### src/rtl/regfile_wport_arbiter_pkg.sv
// rtl/regfile_wport_arbiter_pkg.sv - shared register file widths and write-port arbiter encodings
package regfile_wport_arbiter_pkg;

    localparam int RegAddrW    = 5;
    localparam int RegW        = 32;
    localparam int RegNum      = 32;
    localparam logic [RegW-1:0] ZeroWord = '0;
    localparam logic WriteEnable = 1'b1;
    localparam logic RstEnable   = 1'b1;
    localparam int ClrLastAddr = 31;

    typedef enum logic {
        ArbState = 1'b0,
        ClrState = 1'b1
    } arb_state_e;

endpackage

### src/rtl/rr_picker.sv
// rtl/rr_picker.sv - combinational round-robin picker: first valid requester at or after ptr
module rr_picker #(
    parameter int NREQ = 3,
    parameter int IW   = $clog2(NREQ)
) (
    input  logic [NREQ-1:0] req_valid,
    input  logic [IW-1:0]   ptr,
    output logic [NREQ-1:0] grant,
    output logic [IW-1:0]   winner,
    output logic            any
);

    int idx;

    always_comb begin
        grant  = '0;
        winner = '0;
        any    = 1'b0;
        idx    = 0;
        for (int k = 0; k < NREQ; k++) begin
            idx = (int'(ptr) + k) % NREQ;
            if (!any && req_valid[idx]) begin
                any        = 1'b1;
                grant[idx] = 1'b1;
                winner     = IW'(idx);
            end
        end
    end

endmodule

### src/rtl/regfile_wport_arbiter.sv
// rtl/regfile_wport_arbiter.sv - round-robin share of the register file write port with bulk clear
module regfile_wport_arbiter
    import regfile_wport_arbiter_pkg::*;
#(
    parameter int NREQ = 3,
    parameter int AW   = RegAddrW,
    parameter int DW   = RegW
) (
    input  logic                    clk,
    input  logic                    rst,
    input  logic [NREQ-1:0]         req_valid,
    output logic [NREQ-1:0]         req_ready,
    input  logic [NREQ*AW-1:0]      req_addr,
    input  logic [NREQ*DW-1:0]      req_data,
    input  logic                    clr_start,
    output logic                    clr_busy,
    output logic                    clr_done,
    output logic                    we,
    output logic [AW-1:0]           waddr,
    output logic [DW-1:0]           wdata,
    output logic [$clog2(NREQ)-1:0] grant_id
);

    localparam int IW = $clog2(NREQ);

    arb_state_e    state, state_next;
    logic [IW-1:0] ptr;
    logic [AW-1:0] cnt;
    logic [NREQ-1:0] pick_grant;
    logic [IW-1:0] pick_idx;
    logic          pick_any;
    logic          hs;
    logic [AW-1:0] sel_addr;
    logic [DW-1:0] sel_data;
    logic [IW-1:0] ptr_next;
    logic          clr_last;

    rr_picker #(.NREQ(NREQ), .IW(IW)) u_picker (
        .req_valid (req_valid),
        .ptr       (ptr),
        .grant     (pick_grant),
        .winner    (pick_idx),
        .any       (pick_any)
    );

    assign sel_addr = req_addr[int'(pick_idx)*AW +: AW];
    assign sel_data = req_data[int'(pick_idx)*DW +: DW];
    assign ptr_next = (pick_idx == IW'(NREQ-1)) ? '0 : pick_idx + 1'b1;
    assign clr_last = (cnt == AW'(ClrLastAddr));
    assign clr_busy = (state == ClrState);

    always_ff @(posedge clk or posedge rst) begin
        if (rst) begin
            state <= ArbState;
        end else begin
            state <= state_next;
        end
    end

    // A clear request outranks any pending writeback in the same cycle.
    always_comb begin
        state_next = state;
        req_ready  = '0;
        hs         = 1'b0;
        case (state)
            ArbState: begin
                if (clr_start) begin
                    state_next = ClrState;
                end else begin
                    req_ready = pick_grant;
                    hs        = pick_any;
                end
            end
            ClrState: begin
                if (clr_last) begin
                    state_next = ArbState;
                end
            end
            default: state_next = ArbState;
        endcase
        if (rst) begin
            req_ready = '0;
        end
    end

    always_ff @(posedge clk or posedge rst) begin
        if (rst) begin
            ptr      <= '0;
            cnt      <= '0;
            we       <= 1'b0;
            waddr    <= '0;
            wdata    <= ZeroWord;
            grant_id <= '0;
            clr_done <= 1'b0;
        end else begin
            clr_done <= 1'b0;
            case (state)
                ArbState: begin
                    we <= 1'b0;
                    if (clr_start) begin
                        cnt <= AW'(1);
                    end else if (hs) begin
                        ptr      <= ptr_next;
                        grant_id <= pick_idx;
                        // Register 0 is hardwired; accept the request but never write it.
                        if (sel_addr != '0) begin
                            we    <= WriteEnable;
                            waddr <= sel_addr;
                            wdata <= sel_data;
                        end
                    end
                end
                ClrState: begin
                    we    <= WriteEnable;
                    waddr <= cnt;
                    wdata <= ZeroWord;
                    if (clr_last) begin
                        clr_done <= 1'b1;
                    end else begin
                        cnt <= cnt + 1'b1;
                    end
                end
                default: we <= 1'b0;
            endcase
        end
    end

endmodule

### config.mk
export PLATFORM = sky130hd
export DESIGN_NAME = regfile_wport_arbiter
export DESIGN_NICKNAME = d
export VERILOG_FILES = /design/src/rtl/regfile_wport_arbiter_pkg.sv /design/src/rtl/rr_picker.sv /design/src/rtl/regfile_wport_arbiter.sv
export SDC_FILE = /design/constraint.sdc
export NUM_CORES = 1
export LEC_CHECK = 0
export CAP_MARGIN = 20
export CORE_ASPECT_RATIO = 1.75
export CORE_MARGIN = 5
export CORE_UTILIZATION = 44
export DETAILED_ROUTE_END_ITERATION = 8
export GPL_TIMING_DRIVEN = 0
export PLACE_DENSITY = 0.86
export SLEW_MARGIN = 20
export SYNTH_ARGS = -nofsm -noshare
export SYNTH_HDL_FRONTEND = slang
export SYNTH_SLANG_ARGS = --single-unit
### constraint.sdc
create_clock -name clk -period 5.1 [get_ports clk]
set_input_delay 0.51 -clock clk [delete_from_list [all_inputs] [get_ports clk]]
set_output_delay 0.51 -clock clk [all_outputs]
set_load 0.01 [all_outputs]
==> key figures, run 1 <==
Clock network
  – Total CTS buffers: 5
  – Worst-Skew Late Latency: approximately 0.29 ns
  – Hold Buf Count CTS: 0
  – Post-cts sizing count: 0
  – TritonCTS Sinks: 49
  – H-tree Lvls: 2
  – CTS tree: done
  – Clock Tree Root: clkbuf_16
  – Longest Clk Path Bufs: 2
  – Clk slew on worst S/H paths: around 0.07 ns
  – Post-CTS Setup Bufs: 0

Global route
  – Global route total overflow: 0
  – Initial antenna violation count: 0
  – Largest net degree at the start of global routing: 36
  – First-pass GRT wire length: approximately 18 mm
  – Vias in the first global route: between 3,000 and 4,000
  – GRT Total Usage: between 20% and 30%

STA
  – Worst-Margin Slew: roughly 0.64 ns
  – Slew margin rel.: 57.4%
  – Fin crit period: ~3.4 ns
  – Fin. Hold Viols: 0
  – RSZ-0062 raised after global routing: false
  – Final Cycle Share: around 67%
  – Setup Viol. Count Final: 0
  – Final worst-path setup slack: around 1.7 ns
  – Final TNS setup: 0 ns
  – Fmax: about 0.29 GHz
  – Final number of max-transition violations: 0
  – Worst clock skew: 0.00582 ns

Logic synthesis
  – Yosys warnings: 0
  – Register area share after synthesis: 37.3%
  – Ys async rst share: between 90% and 100%
  – EDFF count, synth: 0
  – Commonest cells post-synth: nand2_1, mux2i_1, dfrtp_1
  – Netlist cell types: 45
  – Syn nets: between 400 and 500
  – Syn_area_per_cell: 9.26 sq um
  – Post-synth top area share: 37.3%
  – Synth top area cells: dfrtp_1, mux2i_1, nand2_1
  – Most common cell in the synthesized netlist: nand2_1
  – Yosys reg bits: between 40 and 50
  – Area of the mapped netlist: roughly 3300 sq um
  – Syn Inst Count: approximately 360
  – Main synth FF type: dfrtp_1
  – Leading area contributor after synthesis: dfrtp_1

Worst setup path
  – Setup crit start kind: register
  – WS Path Type: register to register
  – CP arrival: ~3.6 ns
  – Reg2Reg Launch Point: ptr[1]
  – CP Data Required Time: between 5 and 6 ns
  – Reg-to-Reg End: wdata[7]
  – CP max FO: 10
  – Crit. End Element: register
  – Cell depth of the worst flop-to-flop path: 12
  – R2r setup slk: around 1.7 ns

Min path
  – Hold_sp: grant_id[1]
  – Hold path endpoint: grant_id[1]
  – Hold Path Depth: 2
  – Min-Delay Path Class: register to register

Route
  – Routed vias: 3,405
  – DR WL/cell: approximately 18 um
  – Final antenna-violating net count: 0
  – Routed vias/inst: 5.57
  – Final wirelength: around 11 mm
  – Initial DRC count: 157
  – TritonRoute pass-1 iters: 4
  – DR DRC count: 0

Floorplan
  – Die height: 124 um
  – DIE AREA: about 9400 sq um
  – # IOs: approximately 160
  – Die Span X: 75.3 um
  – Initial Util: between 40% and 50%
  – Core Rows: approximately 40
  – Core Region: 7230 sq um

Place
  – Input/output buffers: 161
  – Pre-CTS setup slack: between 1.5 and 2 ns
  – GP Congestion: ~0.96
  – Final HPWL DP: around 9.0 mm
  – DP Area: ~5000 sq um

Layout
  – # diodes: 0
  – Nets@finish: 647
  – Fillers: approximately 580
  – FF/Latch Area: 1230 sq um
  – Area Growth Syn to Fin: 57.3%
  – Footprint of the multi-input gates: between 1500 and 2000 sq um
  – Finished Cell Area: about 5200 sq um
  – Final core occ: a little under three quarters
  – Share of cells above drive strength 1: roughly 4.8%

Power and ir drop
  – Worst VDD drop: about 0.27 mV
  – Lkg Pwr: between 2 and 2.5 nW
  – PwrDens: ~480 nW/um^2

Status
  – Status: completed

Job
  – Maxcap violations: 0
-- layer usage --
layer	vias to the layer above	global-route usage, %	share of wire, %
li1	1620	-	-
met1	1610	24.8	35
met3	35	4.36	5.7
met5	-	0	0
met4	0	10.3	4.3
met2	140	44.8	55
-- worst max path at each step --
stage / to / startpoint
floorplan: wdata[10] / ptr[1]
global placement: req_ready[1] / rst
detailed placement: wdata[7] / req_valid[1]
CTS: wdata[7] / ptr[1]
global route: wdata[22] / ptr[1]
finish: wdata[7] / ptr[1]
-- metrics by stage --
stage               total power, W  std cells  hold slack, ns
CTS                        0.00247        611           0.491
detailed placement         0.00213        603           0.475
finish                     0.00247        611           0.491
global placement           0.00207        602           0.464
global route               0.00264        611           0.531
floorplan                  0.00164        355           0.467
-- registers in the layout, summed over array words and instances, names as in the netlist --
signal    flops
waddr         5
clr_busy      1
clr_done      1
cnt           5
we            1
grant_id      2
ptr           2
wdata        32
-- cell type report --
class / instances / share of cell area (%)
Inverter: 10 / 0.726
Clock inverter: 3 / 0.411
Clock buffer: 5 / 2.42
Buffer: 25 / 2.56
Multi-Input combinational cell: 271 / 36.6
Sequential cell: 49 / 23.7
Timing Repair Buffer: 162 / 31.5
Tap cell: 86 / 2.08
-- worst max-delay path, cell delays in order, from the launching register on --
cell and delay [ns]:
dfrtp_1 0.41, inv_1 0.11, ha_1 0.28, mux2i_1 0.38, o211ai_1 0.12, o21bai_2 0.22, nand2_1 0.12, buf_6 0.20
mux2i_4 0.29, a31oi_2 0.18, o31ai_4 0.53, buf_6 0.25, mux2i_1 0.23
-- cells in the final DEF (no fill, tap or decap), types with 4 or more instances in the layout --
cell type and n:
a21oi_1 7, o21ai_1 6, buf_6 4, nor2_1 19, buf_2 4, mux2i_1 72, ha_1 6, o211ai_1 33
clkbuf_16 5, clkdlybuf4s50_1 161, a22o_1 4, nand2_1 74, dfrtp_1 49, a31o_1 4, o21ai_0 5, clkbuf_1 14
inv_1 9
-- kinds of logic (layout without fill, tap and decap cells) --
group | Yosys count | count (layout) | share of synthesized area (%)
xor gates and xnor gates | 1 | 1 | 0.266
AOI/OAI and AO/OA | 80 | 80 | 18.0
muxes | 75 | 75 | 23.4
adders and majority gates | 6 | 6 | 2.28
DFF | 49 | 49 | 37.3
buffers and inverters | 35 | 205 | 5.18
and+or+nand+nor | 109 | 109 | 13.6
-- power breakdown --
group / internal (W) / total, W / switching (W)
sequential: 0.000456 / 0.000510 / 0.0000534
clock: 0.000183 / 0.000332 / 0.000149
combinational: 0.000685 / 0.00163 / 0.000943
total: 0.00132 / 0.00247 / 0.00115
(Power assumes the default switching activity.)
==> run 2: changes to the inputs <==
--- a/config.mk
+++ b/config.mk
@@ -8,10 +8,10 @@
 export CAP_MARGIN = 20
 export CORE_ASPECT_RATIO = 1.75
 export CORE_MARGIN = 5
-export CORE_UTILIZATION = 44
+export CORE_UTILIZATION = 41
 export DETAILED_ROUTE_END_ITERATION = 8
 export GPL_TIMING_DRIVEN = 0
-export PLACE_DENSITY = 0.86
+export PLACE_DENSITY = 0.81
 export SLEW_MARGIN = 20
 export SYNTH_ARGS = -nofsm -noshare
 export SYNTH_HDL_FRONTEND = slang
==> constraint.sdc (replaced) <==
create_clock -name clk -period 3.55 [get_ports clk]
set_input_delay 0.355 -clock clk [delete_from_list [all_inputs] [get_ports clk]]
set_output_delay 0.355 -clock clk [all_outputs]
set_load 0.01 [all_outputs]
==> run 2 against run 1 <==
  * Final cell count is 1.1% higher
  * Global-route usage is 3.4 points lower
  * Critical endpoint is now wdata[8]
  * Die area is 6.5% higher
  * Via count is 0.79% lower
  * Total power is 45% higher
  * Clock power is 44% higher
==> key figures, run 2 (synthesis results as in run 1) <==
Worst setup path
  – Delay of the slowest cell on the worst path: 0.42 ns (was 0.53 ns)
  – Crit. End Element: register (unchanged)
  – CP max FO: 10 (unchanged)
  – Crit-path most repeated cell: mux2i_1
  – CP Data Required Time: 3.75 ns (was 5.30 ns)
  – Critical path cell sequence: inv_1 > ha_1 > mux2i_1 > o211ai_1 > o21bai_2 > nand2_1 > buf_6 > mux2i_1 > a21oi_1 > o31ai_4 > buf_12 > buf_6 > mux2i_1 (was inv_1 > ha_1 > mux2i_1 > o211ai_1 > o21bai_2 > nand2_1 > buf_6 > mux2i_4 > a31oi_2 > o31ai_4 > buf_6 > mux2i_1)
  – WS Path Type: register to register (unchanged)
  – CP arrival: 3.46 ns (was 3.63 ns)
  – Slowest CP cell: mux2i_1 (was o31ai_4)
  – WP buf/inv: 4 (was 3)
  – Reg2Reg Launch Point: ptr[1] (unchanged)
  – Reg-to-Reg End: wdata[8] (was wdata[7])
  – Setup crit start kind: register (unchanged)
  – Critical path's top delay family: compound AO/OA/AOI/OAI gates (unchanged)
  – Cell depth of the worst flop-to-flop path: 13 (was 12)
  – R2r setup slk: 0.30 ns (was 1.67 ns)

STA
  – Fin. Hold Viols: 0 (unchanged)
  – Final TNS setup: 0 ns (unchanged)
  – Final Cycle Share: 91.6% (was 67.2%)
  – RSZ-0062 raised after global routing: false (unchanged)
  – Worst clock skew: 0.00791 ns (was 0.00582 ns)
  – Final number of max-transition violations: 0 (unchanged)
  – Fin crit period: 3.25 ns (was 3.43 ns)
  – Fmax: 0.308 GHz (was 0.292 GHz)
  – Setup Viol. Count Final: 0 (unchanged)
  – Slew margin rel.: 60.6% (was 57.4%)
  – Worst-Margin Slew: 0.589 ns (was 0.637 ns)
  – Hold slack: 0.374 ns (was 0.491 ns)

Floorplan
  – # IOs: 162 (unchanged)
  – DIE AREA: 9980 sq um (was 9370 sq um)
  – Die height: 128 um (was 124 um)
  – Die Span X: 77.7 um (was 75.3 um)
  – Initial Util: 41.6% (was 45.5%)
  – Core Rows: 43 (was 41)
  – Core Region: 7910 sq um (was 7230 sq um)

Route
  – DR WL/cell: 17.9 um (was 18.2 um)
  – Final wirelength: 11.1 mm (about the same)
  – Final antenna-violating net count: 0 (unchanged)
  – Routed vias/inst: 5.47 (was 5.57)
  – Routed vias: 3,378 (was 3,405)
  – TritonRoute pass-1 iters: 4 (unchanged)
  – DR DRC count: 0 (unchanged)
  – Initial DRC count: 75 (was 157)

Clock network
  – Longest Clk Path Bufs: 2 (unchanged)
  – Clk slew on worst S/H paths: 0.07 ns (about the same)
  – CTS tree: done (unchanged)
  – Clock Tree Root: clkbuf_16 (unchanged)
  – Total CTS buffers: 5 (unchanged)
  – H-tree Lvls: 2 (unchanged)
  – Hold Buf Count CTS: 0 (unchanged)
  – Worst-Skew Late Latency: 0.29 ns (about the same)
  – TritonCTS Sinks: 49 (unchanged)

Power and ir drop
  – P_sw: 0.00164 W (was 0.00115 W)
  – Switching part of the total: 45.8% (was 46.4%)
  – Clk pwr share: 13.3% (was 13.5%)
  – Seq pwr share: 20.6% (about the same)
  – Worst VDD drop: 0.361 mV (was 0.270 mV)
  – Internal power: 0.00194 W (was 0.00132 W)
  – PwrDens: 688 nW/um^2 (was 477 nW/um^2)
  – Combinational share of power: 66.1% (was 65.9%)
  – Lkg Pwr: 2.33 nW (was 2.31 nW)

Layout
  – Commonest non-fill, non-tap cell in the layout: clkdlybuf4s50_1 (unchanged)
  – Most frequent cells in the layout: clkdlybuf4s50_1, nand2_1, mux2i_1 (unchanged)
  – Most flops, register: wdata (unchanged)
  – Nets@finish: 650 (was 647)
  – Area Growth Syn to Fin: 58.7% (was 57.3%)
  – Share of cells above drive strength 1: 5.87% (was 4.76%)
  – Final core occ: 66.0% (was 71.5%)
  – # diodes: 0 (unchanged)
  – Final Instance Count excl. Fillers: 618 (was 611)
  – Leading registers by flop count: wdata: 32 flops, cnt: 5 flops, waddr: 5 flops (unchanged)
  – Max FFs per register: 32 (unchanged)

Place
  – Placed cells: 607 (was 603)
  – Input/output buffers: 161 (unchanged)
  – Final HPWL DP: 9.01 mm (was 9.03 mm)
  – GP Congestion: 0.995 (was 0.955)

Global route
  – Global route total overflow: 0 (unchanged)
  – First-pass GRT wire length: 16.8 mm (was 17.7 mm)
  – Vias in the first global route: 3,568 (was 3,632)
  – Initial antenna violation count: 0 (unchanged)
  – GRT Total Usage: 20.7% (was 24.1%)
  – Largest net degree at the start of global routing: 35 (was 36)

Status
  – Status: completed (unchanged)

Min path
  – Min-Delay Path Class: input port to async pin (was register to register)

Job
  – Maxcap violations: 0 (unchanged)
==> run 2: cell types whose count changed in the layout (fill, tap and decap cells not counted) <==
cell	before	now
buf_1	2	1
buf_12	1	2
buf_4	1	3
clkbuf_1	14	12
clkbuf_2	0	3
==> run 2: through the flow <==
stage          cell area, sq um  power, W  setup slack, ns
6_report                   5220   0.00359            0.299
5_1_grt                    5220   0.00383           0.0711
4_1_cts                    5180   0.00354           0.0728
3_5_place_dp               5030   0.00306            0.128
3_3_place_gp               5010   0.00300           -0.211
2_1_floorplan              3290   0.00236            0.704
==> run 2: worst max path at each step <==
stage / from / endpoint / cells past startpoint
after floorplan: ptr[1] / wdata[10] / 12
after global placement: rst / req_ready[1] / 5
after detailed placement: req_valid[1] / wdata[16] / 11
after CTS: ptr[1] / wdata[8] / 12
after global routing: ptr[1] / wdata[15] / 10
final: ptr[1] / wdata[8] / 13
==> run 2: metal layers <==
layer  global-route usage (%)  wire, um  vias up
li1                         -         -     1620
met1                     20.6      3770     1623
met2                     40.5      6380      111
met3                     4.13       600       24
met4                     8.30       335        0
met5                        0         0        -
==> run 2: power by group through the flow <==
stage	clock network [W]	logic, W	registers [W]
after floorplan	0	0.00160	0.000752
after CTS	0.000481	0.00232	0.000736
final	0.000477	0.00237	0.000737
after detailed placement	0	0.00231	0.000747
after global placement	0	0.00226	0.000740
after global routing	0.000511	0.00257	0.000750
==> run 2: what timing repair did <==
item                                    4_1_cts  5_1_grt
endpoints found under the setup margin        0       29
hold endpoints to repair                      0        0
resized for setup                             0        5
setup buffers                                 0        3
==> run 2: final cells by class <==
class / count / area (sq um)
multi-input combinational: 271 / 1890
timing repair buffer: 165 / 1670
clock buffer: 5 / 125
inverter: 10 / 37.5
tap: 90 / 113
buffer: 25 / 136
fill: 659 / 2690
sequential: 49 / 1230
clock inverter: 3 / 21.3
==> run 3: changes to the inputs <==
--- a/config.mk
+++ b/config.mk
@@ -5,7 +5,7 @@
 export SDC_FILE = /design/constraint.sdc
 export NUM_CORES = 1
 export LEC_CHECK = 0
-export CAP_MARGIN = 20
+export CAP_MARGIN = 40
 export CORE_ASPECT_RATIO = 1.75
 export CORE_MARGIN = 5
 export CORE_UTILIZATION = 41
==> run 3 against run 2 <==
  * Cell area did not move
  * Worst hold slack unchanged
  * Maximum frequency did not move
  * Critical path depth did not move
  * Register-to-register slack barely moved
  * Routed wire length stayed put
  * Sequential cell count stayed put
  * Sequential power about the same
  * Clock power about the same
  * Largest power group unchanged
==> key figures, run 3 (synthesis results as in run 1) <==
Status
  – Status: completed (unchanged)

STA
  – Final Cycle Share: 91.6% (unchanged)
  – Fin crit period: 3.25 ns (unchanged)
  – Hold slack: 0.374 ns (unchanged)
  – Fmax: 0.308 GHz (unchanged)
  – Setup Viol. Count Final: 0 (unchanged)
  – Final number of max-transition violations: 0 (unchanged)
  – RSZ-0062 raised after global routing: false (unchanged)
  – Worst clock skew: 0.00791 ns (unchanged)
  – Slew margin rel.: 60.6% (unchanged)
  – Fin. Hold Viols: 0 (unchanged)
  – Worst-Margin Slew: 0.589 ns (unchanged)

Power and ir drop
  – Combinational share of power: 66.1% (about the same)
  – Clk pwr share: 13.3% (about the same)
  – Internal power: 0.00194 W (unchanged)
  – Switching part of the total: 45.8% (unchanged)
  – P_sw: 0.00164 W (unchanged)
  – Final Power: 0.00359 W (unchanged)
  – Lkg Pwr: 2.33 nW (unchanged)
  – PwrDens: 688 nW/um^2 (unchanged)
  – Worst VDD drop: 0.361 mV (unchanged)
  – Seq pwr share: 20.6% (about the same)

Job
  – Maxcap violations: 0 (unchanged)

Clock network
  – CTS tree: done (unchanged)
  – Longest Clk Path Bufs: 2 (unchanged)
  – Hold Buf Count CTS: 0 (unchanged)
  – H-tree Lvls: 2 (unchanged)
  – Clock Tree Root: clkbuf_16 (unchanged)
  – Worst-Skew Late Latency: 0.29 ns (about the same)
  – Total CTS buffers: 5 (unchanged)
  – Clk slew on worst S/H paths: 0.07 ns (about the same)
  – TritonCTS Sinks: 49 (unchanged)

Layout
  – # diodes: 0 (unchanged)
  – Area Growth Syn to Fin: 58.7% (unchanged)
  – Max FFs per register: 32 (unchanged)
  – Commonest non-fill, non-tap cell in the layout: clkdlybuf4s50_1 (unchanged)
  – Most flops, register: wdata (unchanged)
  – Most frequent cells in the layout: clkdlybuf4s50_1, nand2_1, mux2i_1 (unchanged)
  – Leading registers by flop count: wdata: 32 flops, cnt: 5 flops, waddr: 5 flops (unchanged)
  – Nets@finish: 650 (unchanged)
  – Share of cells above drive strength 1: 5.87% (unchanged)
  – Final Instance Count excl. Fillers: 618 (unchanged)

Worst setup path
  – R2r setup slk: 0.30 ns (about the same)
  – End point of the critical path: wdata[8] (unchanged)
  – CP max FO: 10 (unchanged)
  – Worst setup startpoint: ptr[1] (unchanged)
  – WS Path Type: register to register (unchanged)
  – CP arrival: 3.46 ns (about the same)
  – Cell depth of the worst flop-to-flop path: 13 (unchanged)
  – CP Data Required Time: 3.75 ns (about the same)
  – Reg-to-Reg End: wdata[8] (unchanged)
  – Crit. End Element: register (unchanged)
  – Setup crit start kind: register (unchanged)
  – Reg2Reg Launch Point: ptr[1] (unchanged)

Route
  – Final antenna-violating net count: 0 (unchanged)
  – Initial DRC count: 75 (unchanged)
  – Routed vias: 3,378 (unchanged)
  – Final wirelength: 11.1 mm (unchanged)
  – TritonRoute pass-1 iters: 4 (unchanged)
  – Routed vias/inst: 5.47 (unchanged)
  – DR DRC count: 0 (unchanged)
  – DR WL/cell: 17.9 um (unchanged)

Floorplan
  – Die Span X: 77.7 um (unchanged)
  – Initial Util: 41.6% (unchanged)
  – DIE AREA: 9980 sq um (unchanged)
  – # IOs: 162 (unchanged)
  – Core Region: 7910 sq um (unchanged)
  – Die height: 128 um (unchanged)
  – Core Rows: 43 (unchanged)

Min path
  – Min-Delay Path Class: input port to async pin (unchanged)

Global route
  – GRT Total Usage: 20.7% (unchanged)
  – Initial antenna violation count: 0 (unchanged)
  – Largest net degree at the start of global routing: 35 (unchanged)
  – Vias in the first global route: 3,568 (unchanged)
  – First-pass GRT wire length: 16.8 mm (unchanged)
  – Global route total overflow: 0 (unchanged)

Place
  – Placed cells: 607 (unchanged)
  – Final HPWL DP: 9.01 mm (unchanged)
  – GP Congestion: 0.995 (unchanged)
  – Input/output buffers: 161 (unchanged)
[run 3: cell counts in the layout (fill, tap and decap cells not counted)]
No cell type changed its count.
[run 3: critical path, stage by stage, from the launching register on]
cell	delay (ns)
dfrtp_1	0.40
inv_1	0.11
ha_1	0.28
mux2i_1	0.42
o211ai_1	0.12
o21bai_2	0.21
nand2_1	0.12
buf_6	0.20
mux2i_1	0.21
a21oi_1	0.20
o31ai_4	0.33
buf_12	0.16
buf_6	0.17
mux2i_1	0.23
[run 3: stage by stage]
stage	setup TNS [ns]	utilization (%)	worst slack (ns)	area (sq um)
finish	0	66.0	0.299	5220
CTS	0	65.5	0.0728	5180
floorplan	0	-	0.704	3290
global placement	-0.574	63.4	-0.211	5010
global route	0	66.0	0.0711	5220
detailed placement	0	63.6	0.128	5030
[run 3: area by class of cell]
cell class | instances | area [sq um]
Sequential cell | 49 | 1230
Timing Repair Buffer | 165 | 1670
Buffer | 25 | 136
Multi-Input combinational cell | 271 | 1890
Clock buffer | 5 | 125
Clock inverter | 3 | 21.3
Inverter | 10 | 37.5
Fill cell | 659 | 2690
Tap cell | 90 | 113
[run 3: routing by layer]
layer / vias up / wire length [um] / global-route usage, %
met5: - / 0 / 0
met4: 0 / 335 / 8.30
met3: 24 / 600 / 4.13
met2: 111 / 6380 / 40.5
met1: 1623 / 3770 / 20.6
li1: 1620 / - / -
[run 3: what timing repair did]
action | 4_1_cts | 5_1_grt
resized for setup | 0 | 5
setup endpoints to repair | 0 | 29
setup buffers | 0 | 3
[run 3: power by group through the flow]
stage | combinational (W) | sequential (W) | clock, W
finish | 0.00237 | 0.000737 | 0.000477
global route | 0.00257 | 0.000750 | 0.000511
CTS | 0.00232 | 0.000736 | 0.000481
detailed placement | 0.00231 | 0.000747 | 0
global placement | 0.00226 | 0.000740 | 0
floorplan | 0.00160 | 0.000752 | 0
[run 3: how the worst min path moves through the flow]
stage,startpoint,to,slack (ns),cells past startpoint
floorplan,clr_start,cnt[2],0.44,1
global placement,grant_id[0],grant_id[0],0.47,2
detailed placement,grant_id[0],grant_id[0],0.48,2
CTS,rst,wdata[7],0.38,2
global route,rst,wdata[9],0.41,2
finish,rst,wdata[7],0.37,2
